[config.mk]
export PLATFORM = sky130hd
export DESIGN_NAME = timer_registers
export DESIGN_NICKNAME = d
export VERILOG_FILES = /design/src/rtl/timer_registers_pkg.sv /design/src/rtl/timer_registers_tick_divider.sv /design/src/rtl/timer_registers.sv
export SDC_FILE = /design/constraint.sdc
export NUM_CORES = 1
export LEC_CHECK = 0
export CELL_PAD_IN_SITES_DETAIL_PLACEMENT = 1
export CELL_PAD_IN_SITES_GLOBAL_PLACEMENT = 1
export CORE_ASPECT_RATIO = 1.2
export CORE_UTILIZATION = 39
export DETAILED_ROUTE_END_ITERATION = 6
export PLACE_DENSITY_LB_ADDON = 0.1
export SYNTH_ARGS = -nofsm -noshare
export SYNTH_HDL_FRONTEND = slang
export SYNTH_SLANG_ARGS = --single-unit
[constraint.sdc]
create_clock -name clk -period 2.5 [get_ports clk]
set_input_delay 0.5 -clock clk [delete_from_list [all_inputs] [get_ports clk]]
set_output_delay 0.5 -clock clk [all_outputs]
set_load 0.02 [all_outputs]
[src/rtl/timer_registers_pkg.sv]
// Shared constants for the timer/counter register window: word width,
// word indices on the flat register bus and status bit positions.
package timer_registers_pkg;

  localparam int WORD_W    = 32;
  localparam int TMR_WORDS = 4;

  localparam int TMR_W_SNAP_LO = 0;
  localparam int TMR_W_SNAP_HI = 1;
  localparam int TMR_W_COUNT   = 2;
  localparam int TMR_W_STATUS  = 3;

  localparam int TMR_ST_EXPIRED = 0;
  localparam int TMR_ST_RUNNING = 1;
  localparam int TMR_ST_WRAP    = 2;
  localparam int TMR_ST_AUTO    = 3;

  // Assemble the status word; unused upper bits read as zero.
  function automatic logic [WORD_W-1:0] pack_status(input logic expired,
                                                    input logic running,
                                                    input logic wrap,
                                                    input logic auto_rl);
    logic [WORD_W-1:0] s;
    s                 = '0;
    s[TMR_ST_EXPIRED] = expired;
    s[TMR_ST_RUNNING] = running;
    s[TMR_ST_WRAP]    = wrap;
    s[TMR_ST_AUTO]    = auto_rl;
    return s;
  endfunction

endpackage

[src/rtl/timer_registers_tick_divider.sv]
// Prescaler: counts enabled cycles and asserts tick on the cycle where the
// count reaches PRESCALE-1, then wraps back to zero.
module tick_divider #(
  parameter int unsigned PRESCALE = 1
) (
  input  logic clk,
  input  logic reset,
  input  logic enable,
  input  logic clear,
  output logic tick
);

  // A 1-bit counter is kept even for PRESCALE=1 so the compare is always legal.
  localparam int CNT_W = (PRESCALE > 1) ? $clog2(PRESCALE) : 1;

  logic [CNT_W-1:0] count_q, count_d;

  // Tick is a pure decode of the registered count while enabled.
  always_comb begin
    tick    = enable && (count_q == CNT_W'(PRESCALE - 1));
    count_d = count_q;
    if (clear)       count_d = '0;
    else if (tick)   count_d = '0;
    else if (enable) count_d = count_q + CNT_W'(1);
  end

  // Prescale count register with synchronous reset.
  always_ff @(posedge clk) begin
    if (reset) count_q <= '0;
    else       count_q <= count_d;
  end

endmodule

[src/rtl/timer_registers.sv]
// Timer/counter core: free-running 64-bit cycle counter with tear-free
// snapshot, prescaled countdown with optional auto-reload, sticky status.
module timer_registers
  import timer_registers_pkg::*;
#(
  parameter int unsigned       PRESCALE   = 1,
  parameter logic [WORD_W-1:0] RESET_LOAD = '0
) (
  input  logic                        clk,
  input  logic                        reset,
  input  logic                        i_snapshot,
  input  logic                        i_load_valid,
  input  logic [WORD_W-1:0]           i_load_value,
  input  logic                        i_start,
  input  logic                        i_stop,
  input  logic                        i_auto_reload,
  input  logic                        i_clear_status,
  output logic [TMR_WORDS*WORD_W-1:0] o_registers,
  output logic                        o_irq
);

  logic [63:0]       cyc_q, cyc_d;
  logic [63:0]       snap_q, snap_d;
  logic [WORD_W-1:0] value_q, value_d;
  logic [WORD_W-1:0] reload_q, reload_d;
  logic              running_q, running_d;
  logic              expired_q, expired_d;
  logic              wrap_q, wrap_d;
  logic              auto_q, auto_d;
  logic              irq_q, irq_d;
  logic              tick;
  logic              expire;

  // Stop and load both restart the prescale phase from zero.
  tick_divider #(.PRESCALE(PRESCALE)) u_div (
    .clk    (clk),
    .reset  (reset),
    .enable (running_q),
    .clear  (i_load_valid | i_stop),
    .tick   (tick)
  );

  // Next-state logic; a load in the same cycle swallows the tick.
  always_comb begin
    expire = tick && !i_load_valid && (value_q <= WORD_W'(1));

    cyc_d  = cyc_q + 64'd1;
    wrap_d = (wrap_q && !i_clear_status) || (&cyc_q);
    snap_d = i_snapshot ? cyc_q : snap_q;

    reload_d = i_load_valid ? i_load_value : reload_q;
    value_d  = value_q;
    if (i_load_valid)      value_d = i_load_value;
    else if (expire)       value_d = i_auto_reload ? reload_q : '0;
    else if (tick)         value_d = value_q - WORD_W'(1);

    running_d = running_q;
    if (i_stop)                         running_d = 1'b0;
    else if (expire && !i_auto_reload)  running_d = 1'b0;
    else if (i_start)                   running_d = 1'b1;

    expired_d = (expired_q && !i_clear_status) || expire;
    auto_d    = i_auto_reload;
    irq_d     = expire;
  end

  // State registers with synchronous active-high reset.
  always_ff @(posedge clk) begin
    if (reset) begin
      cyc_q     <= '0;
      snap_q    <= '0;
      value_q   <= RESET_LOAD;
      reload_q  <= RESET_LOAD;
      running_q <= 1'b0;
      expired_q <= 1'b0;
      wrap_q    <= 1'b0;
      auto_q    <= 1'b0;
      irq_q     <= 1'b0;
    end else begin
      cyc_q     <= cyc_d;
      snap_q    <= snap_d;
      value_q   <= value_d;
      reload_q  <= reload_d;
      running_q <= running_d;
      expired_q <= expired_d;
      wrap_q    <= wrap_d;
      auto_q    <= auto_d;
      irq_q     <= irq_d;
    end
  end

  // Flat register bus seen by the read-only window.
  always_comb begin
    o_registers = '0;
    o_registers[TMR_W_SNAP_LO*WORD_W +: WORD_W] = snap_q[31:0];
    o_registers[TMR_W_SNAP_HI*WORD_W +: WORD_W] = snap_q[63:32];
    o_registers[TMR_W_COUNT*WORD_W   +: WORD_W] = value_q;
    o_registers[TMR_W_STATUS*WORD_W  +: WORD_W] =
      pack_status(expired_q, running_q, wrap_q, auto_q);
  end

  assign o_irq = irq_q;

endmodule

After elaboration in Yosys (flattened, before gate mapping)
Index checks and enable logic that the tools add are counted.

Bits in registers: 198. Output and inout port bits: 129.

$lt $le $gt $ge: 1. Add/subtract/negate cells: 3. Bitwise gates (word level): 2. Mux-type cells: 4. Reductions and logical operators: 15.

Operator list (number): $mux 32 (4); $add 64x1->64 const B (1); $reduce_and 64->1 (1); $le 32x1->1 const B (1); $sub 32x1->32 const B (1); $logic_and 1x1->1 (6); $reduce_or 3->1 (2); $logic_not 1->1 (3); $reduce_bool 3->1 (1); $logic_or 1x1->1 (2); $add 1x1->1 const B (1); $not 1->1 (1); $or 1x1->1 (1).

Depth between registers and ports, before layout
Depth in word-level cells: 6. Gate-level depth with buffers: 9.

Modules after synthesis
From an unflattened synthesis, not the netlist that was laid out.

Cell total of the unflattened synthesis: 1016. Area total of the unflattened synthesis: 8932.3 um^2.

By module, submodules not included: timer_registers (cells each 1013, area each 8891.0 um^2, times used 1); tick_divider (cells each 3, area each 41.3 um^2, times used 1).

Worst setup path before layout
OpenSTA, ideal clock, no wires.

Path kind: flip-flop to flip-flop. Start: register value_q[0]. End: register value_q[22]. Path slack: 175 ps. Data arrival time: 2198 ps. Library setup time: 127 ps. Stages on the path, launching flop included: 9. Buffers on the path: 0. Cells stage by stage: dfxtp_1 -> inv_1 -> ha_1 -> nor3b_2 -> nand3_1 -> nor3_4 -> mux2_1 -> o211ai_1 -> a31oi_1.

Word-level cells in the longest chain between the ends: 4.

Ends and longest elaborated chain: start, declared (RTL line timer_registers.sv:24) `logic [WORD_W-1:0] value_q, value_d;`; start signal, assigned (RTL line timer_registers.sv:82) `value_q <= value_d;`; $sub 32x1->32 / $le 32x1->1 (equally long branches) (RTL line timer_registers.sv:55, timer_registers.sv:45); $mux 32 / $logic_and 1x1->1 (equally long branches) (RTL line timer_registers.sv:55, timer_registers.sv:45); $mux 32 (RTL line timer_registers.sv:54) `else if (expire) value_d = i_auto_reload ? reload_q : '0;`; $mux 32 (RTL line timer_registers.sv:53) `if (i_load_valid) value_d = i_load_value;`.

Several ways; a longest one is shown, not always the timed one. The select of a mux whose other input is x is not followed. A chain may end at the register's enable or synchronous reset.

Final worst setup path
Start: register value_q[13]. End: register value_q[22].

Same word-level chain as after synthesis.

==> flow_summary.html <==
<table>
<tr><th>Metric</th><th>Value</th></tr>
<tr><th colspan="2">Clock network</th></tr>
<tr><td>Clock edge transition at the registers on the reported setup and hold paths</td><td>around 0.090 ns</td></tr>
<tr><td>Total number of clock tree sinks</td><td>198</td></tr>
<tr><td>Total clock buffers created by CTS</td><td>17</td></tr>
<tr><td>Worst skew pair latency</td><td>0.44 ns</td></tr>
<tr><td>Max Buffers Root-to-Sink</td><td>2</td></tr>
<tr><td>CTS root buf</td><td>sky130_fd_sc_hd__clkbuf_16</td></tr>
<tr><td>H-Tree Depth</td><td>4</td></tr>
<tr><td>TritonCTS clock tree</td><td>yes</td></tr>
<tr><th colspan="2">Timing</th></tr>
<tr><td>Setup repair after global routing missed its margin</td><td>false</td></tr>
<tr><td>Post-layout minimum cycle time</td><td>between 2 and 2.5 ns</td></tr>
<tr><td>Final Hold Violating Endpoints</td><td>0</td></tr>
<tr><td>Relative max-transition margin</td><td>0.531</td></tr>
<tr><td>Transition time of the tightest slew-check pin</td><td>about 0.7 ns</td></tr>
<tr><td>Achievable clock frequency</td><td>~420 MHz</td></tr>
<tr><td>Total setup violations reported at the end of the flow</td><td>0</td></tr>
<tr><td>Maximum clock skew at final layout</td><td>~0.015 ns</td></tr>
<tr><td>Period utilisation layout</td><td>0.948</td></tr>
<tr><td>Total Negative Setup Slacks</td><td>0 ns</td></tr>
<tr><td>Final worst-path setup slack</td><td>between 0.1 and 0.15 ns</td></tr>
<tr><td>Max Transition Viols Final</td><td>0</td></tr>
<tr><th colspan="2">Global route</th></tr>
<tr><td>Via count of the first global-routing pass</td><td>between 8,000 and 9,000</td></tr>
<tr><td>Tot GR Track Use</td><td>0.235</td></tr>
<tr><td>Largest net degree at the start of global routing</td><td>approximately 100</td></tr>
<tr><td>Number of antenna violations at the first check in global routing</td><td>1</td></tr>
<tr><td>Total congestion overflow</td><td>0</td></tr>
<tr><td>Global-route wire length before repair</td><td>around 44,000 um</td></tr>
<tr><th colspan="2">Pwr</th></tr>
<tr><td>Static leakage</td><td>between 4 and 5 nW</td></tr>
<tr><td>Largest voltage drop on the vdd net</td><td>~440 uV</td></tr>
<tr><td>Ratio of total power to cell area</td><td>between 600 and 700 nW/um2</td></tr>
<tr><th colspan="2">Route</th></tr>
<tr><td>Vias/cell</td><td>~5.3</td></tr>
<tr><td>Total iterations of the first detailed-routing run</td><td>5</td></tr>
<tr><td>Count of vias placed by the detailed router</td><td>a little over 8,000</td></tr>
<tr><td>Routed length per instance</td><td>between 15 and 20 um</td></tr>
<tr><td>Remaining antenna violation count</td><td>0</td></tr>
<tr><td>Post-detailed-routing wire length</td><td>28,000 um</td></tr>
<tr><td>Drc violations</td><td>0</td></tr>
<tr><td>Number of DRC markers in iteration 0</td><td>between 400 and 500</td></tr>
<tr><th colspan="2">Setup path</th></tr>
<tr><td>Crit path largest cell delay</td><td>approximately 0.59 ns</td></tr>
<tr><td>Kind of start point of the critical path</td><td>register</td></tr>
<tr><td>Buf+Inv Stages, Crit Path</td><td>0</td></tr>
<tr><td>Flop-to-flop setup slack</td><td>0.13 ns</td></tr>
<tr><td>Endpoint arrival time on the critical path</td><td>approximately 2.7 ns</td></tr>
<tr><td>Critical Path Slowest Stage Cell</td><td>sky130_fd_sc_hd__or4_1</td></tr>
<tr><td>Crit path cell chain</td><td>or4_1, or4_4, nor3_4, mux2_1, o211ai_1, a31oi_1</td></tr>
<tr><td>Type of the worst setup path</td><td>register to register</td></tr>
<tr><td>Kind of cell with the highest combined delay on the critical path</td><td>simple AND/OR/NAND/NOR gates</td></tr>
<tr><td>Critical path peak fanout</td><td>8</td></tr>
<tr><td>Endpoint class of the critical path</td><td>register</td></tr>
<tr><td>Required time of the critical path</td><td>2.83 ns</td></tr>
<tr><th colspan="2">Logic synthesis</th></tr>
<tr><td>Post-synthesis adder-cell area fraction</td><td>0.00408</td></tr>
<tr><td>Share of synthesized area spent on multiplexers</td><td>0.102</td></tr>
<tr><td>Top_reg_cell synth</td><td>sky130_fd_sc_hd__dfxtp_1</td></tr>
<tr><td>EDFF count, synth</td><td>0</td></tr>
<tr><td>Library cells used by synthesis</td><td>73</td></tr>
<tr><td>YS warnings</td><td>0</td></tr>
<tr><td>Compound-Gate Fraction of Synth Area</td><td>0.0994</td></tr>
<tr><td>Main combinational cell family by area after synthesis</td><td>simple AND/OR/NAND/NOR gates</td></tr>
<tr><td>Post-synth design cell area</td><td>roughly 9200 um2</td></tr>
<tr><td>Syn Inst Count</td><td>1,052</td></tr>
<tr><td>Average footprint of a synthesized cell</td><td>8.75 um2</td></tr>
<tr><td>Synth Area in Simple Gates</td><td>0.252</td></tr>
<tr><td>Synthesized flop and latch total</td><td>between 150 and 200</td></tr>
<tr><td>Async set-reset flop share out of synthesis</td><td>0</td></tr>
<tr><td>Parity-gate share of the synthesized area counting xor and xnor cells</td><td>0.0542</td></tr>
<tr><td>Proportion of synthesized chip area in sequential cells</td><td>0.431</td></tr>
<tr><th colspan="2">Finish</th></tr>
<tr><td>Area taken by multi-input logic gates</td><td>about 4800 um2</td></tr>
<tr><td>Area Growth Syn to Fin</td><td>27.9%</td></tr>
<tr><td>Fill cell count</td><td>roughly 2,800</td></tr>
<tr><td>Post-layout util</td><td>0.507</td></tr>
<tr><td>Share of final-layout standard cells stronger than drive strength 1</td><td>0.105</td></tr>
<tr><td>Final non-filler cell area</td><td>approximately 12,000 um2</td></tr>
<tr><td>Final cell count without fillers</td><td>about 1,500</td></tr>
<tr><td>Area used by sequential logic in the layout</td><td>about 4000 um2</td></tr>
<tr><td>Final-stage net count</td><td>1,254</td></tr>
<tr><th colspan="2">Die</th></tr>
<tr><td>Total die area</td><td>24,200 um2</td></tr>
<tr><td># IOs</td><td>169</td></tr>
<tr><td>Initial core utilization</td><td>0.397</td></tr>
<tr><td>Die extent in x</td><td>around 140 um</td></tr>
<tr><td>Std cell rows</td><td>a little over 60</td></tr>
<tr><td>Core Box Area</td><td>roughly 23,000 um2</td></tr>
<tr><td>Y dimension of the die</td><td>roughly 170 um</td></tr>
<tr><th colspan="2">Place</th></tr>
<tr><td>Placed cells</td><td>1,505</td></tr>
<tr><td>Final estimated routing congestion in global placement</td><td>0.906</td></tr>
<tr><td>Area post-placement</td><td>approximately 11,000 um2</td></tr>
<tr><td>Dpl hpwl</td><td>20,200 um</td></tr>
<tr><td>Number of port buffers</td><td>between 100 and 150</td></tr>
<tr><td>Post-placement worst setup slack</td><td>between 0.08 and 0.09 ns</td></tr>
<tr><th colspan="2">Min path</th></tr>
<tr><td>Path category of the worst min-delay check</td><td>input pin to register</td></tr>
<tr><th colspan="2">Job</th></tr>
<tr><td>Total of max-cap violations</td><td>0</td></tr>
<tr><th colspan="2">Outcome</th></tr>
<tr><td>Result of the run</td><td>finished, final reports clean</td></tr>
</table>
synth_stat cells, types with 7 or more instances:
cell type | count | area (um2)
sky130_fd_sc_hd__a32oi_1 | 7 | 61.3
sky130_fd_sc_hd__buf_4 | 32 | 240
sky130_fd_sc_hd__buf_1 | 8 | 30.0
sky130_fd_sc_hd__or3_1 | 13 | 81.3
sky130_fd_sc_hd__xor2_1 | 21 | 184
sky130_fd_sc_hd__nor4_1 | 19 | 119
sky130_fd_sc_hd__nand3_1 | 43 | 215
sky130_fd_sc_hd__dfxtp_1 | 198 | 3960
sky130_fd_sc_hd__o21ai_0 | 25 | 125
sky130_fd_sc_hd__nor3_1 | 38 | 190
sky130_fd_sc_hd__and3_1 | 13 | 81.3
sky130_fd_sc_hd__and4_1 | 8 | 70.1
sky130_fd_sc_hd__nand2b_1 | 12 | 75.1
sky130_fd_sc_hd__nor2_1 | 192 | 721
sky130_fd_sc_hd__clkbuf_1 | 40 | 150
sky130_fd_sc_hd__mux2i_1 | 90 | 901
sky130_fd_sc_hd__inv_1 | 17 | 63.8
sky130_fd_sc_hd__or2_2 | 7 | 43.8
sky130_fd_sc_hd__nand4_1 | 20 | 125
sky130_fd_sc_hd__buf_2 | 7 | 35.0
sky130_fd_sc_hd__a21oi_1 | 35 | 175
sky130_fd_sc_hd__xnor2_1 | 36 | 315
sky130_fd_sc_hd__nand2_1 | 63 | 236
per-layer routing:
layer | part of all wire | vias to the layer above | track usage
met2 | 0.50 | 191 | 0.417
met5 | 0 | - | 0
li1 | - | 3961 | -
met4 | 0.027 | 0 | 0.0907
met3 | 0.041 | 47 | 0.0419
met1 | 0.43 | 4007 | 0.279
cell families (layout without fill, tap and decap cells):
family	count (synthesis)	after routing
buffers and inverters	106	250
multiplexers	93	93
AND/OR/NAND/NOR	459	459
XOR/XNOR	57	57
other	1	29
adder cells (fa/ha/maj)	3	3
flip-flops	198	198
AO/OA/AOI/OAI	135	135
what timing repair did:
| item | 4_1_cts | 5_1_grt |
|---|---|---|
| hold buffers | 0 | 0 |
| buffers inserted | 0 | 2 |
| setup endpoints to repair | 0 | 13 |
| resized for setup | 0 | 2 |
report_power, final:
group | total, W | leakage, nW | switching (W) | internal [W]
Sequential | 0.00331 | 1.61 | 0.0000792 | 0.00323
Combinational | 0.000986 | 2.53 | 0.000579 | 0.000407
Clock | 0.00282 | 0.293 | 0.00139 | 0.00144
cell usage in the layout (no fill, tap or decap), drive strengths merged, types with 5 or more instances in the layout:
cell           instances
xnor2                 36
nand3                 44
a41o                   5
a22oi                  6
nand4                 21
clkinv                10
nor2                 193
dfxtp                198
xor2                  21
clkbuf                17
and3                  13
nor3                  41
or2                    8
or4                    7
conb                  28
nor4                  25
nand2                 64
inv                   20
buf                   64
and4                   8
o31ai                  6
o21ai                 27
nand2b                12
o211ai                 5
a31oi                  6
mux2i                 90
clkdlybuf4s50        137
or3                   13
a21oi                 35
a211oi                 5
a32oi                  7
path summary, 6_finish.rpt:
check	from	endpoint	cells after the start
max reg2reg	value_q[13]	value_q[22]	6
max	value_q[13]	value_q[22]	6
min reg2reg	wrap_q	wrap_q	2
min	reset	value_q[30]	2
registers in the layout, summed over array words and instances (netlist names):
name and count:
expired_q 1, snap_q 64, auto_q 1, wrap_q 1, u_div.count_q 1, cyc_q 64
reload_q 32, value_q 32, running_q 1, o_irq 1
per-stage QoR:
step,hold WS (ns),total power [W]
after floorplan,0.441,0.00396
after detailed placement,0.463,0.00435
final,0.296,0.00712
after global routing,0.287,0.00739
after CTS,0.277,0.00719
after global placement,0.447,0.00434
cell type report:
cell class | count | share of cell area
Clock buffer | 17 | 0.0361
Timing Repair Buffer | 201 | 0.163
Tap cell | 315 | 0.0335
Sequential cell | 198 | 0.337
Antenna cell | 1 | 0.000213
Clock inverter | 14 | 0.0159
Inverter | 18 | 0.00574
Multi-Input combinational cell | 775 | 0.409
(Power assumes the default switching activity.)
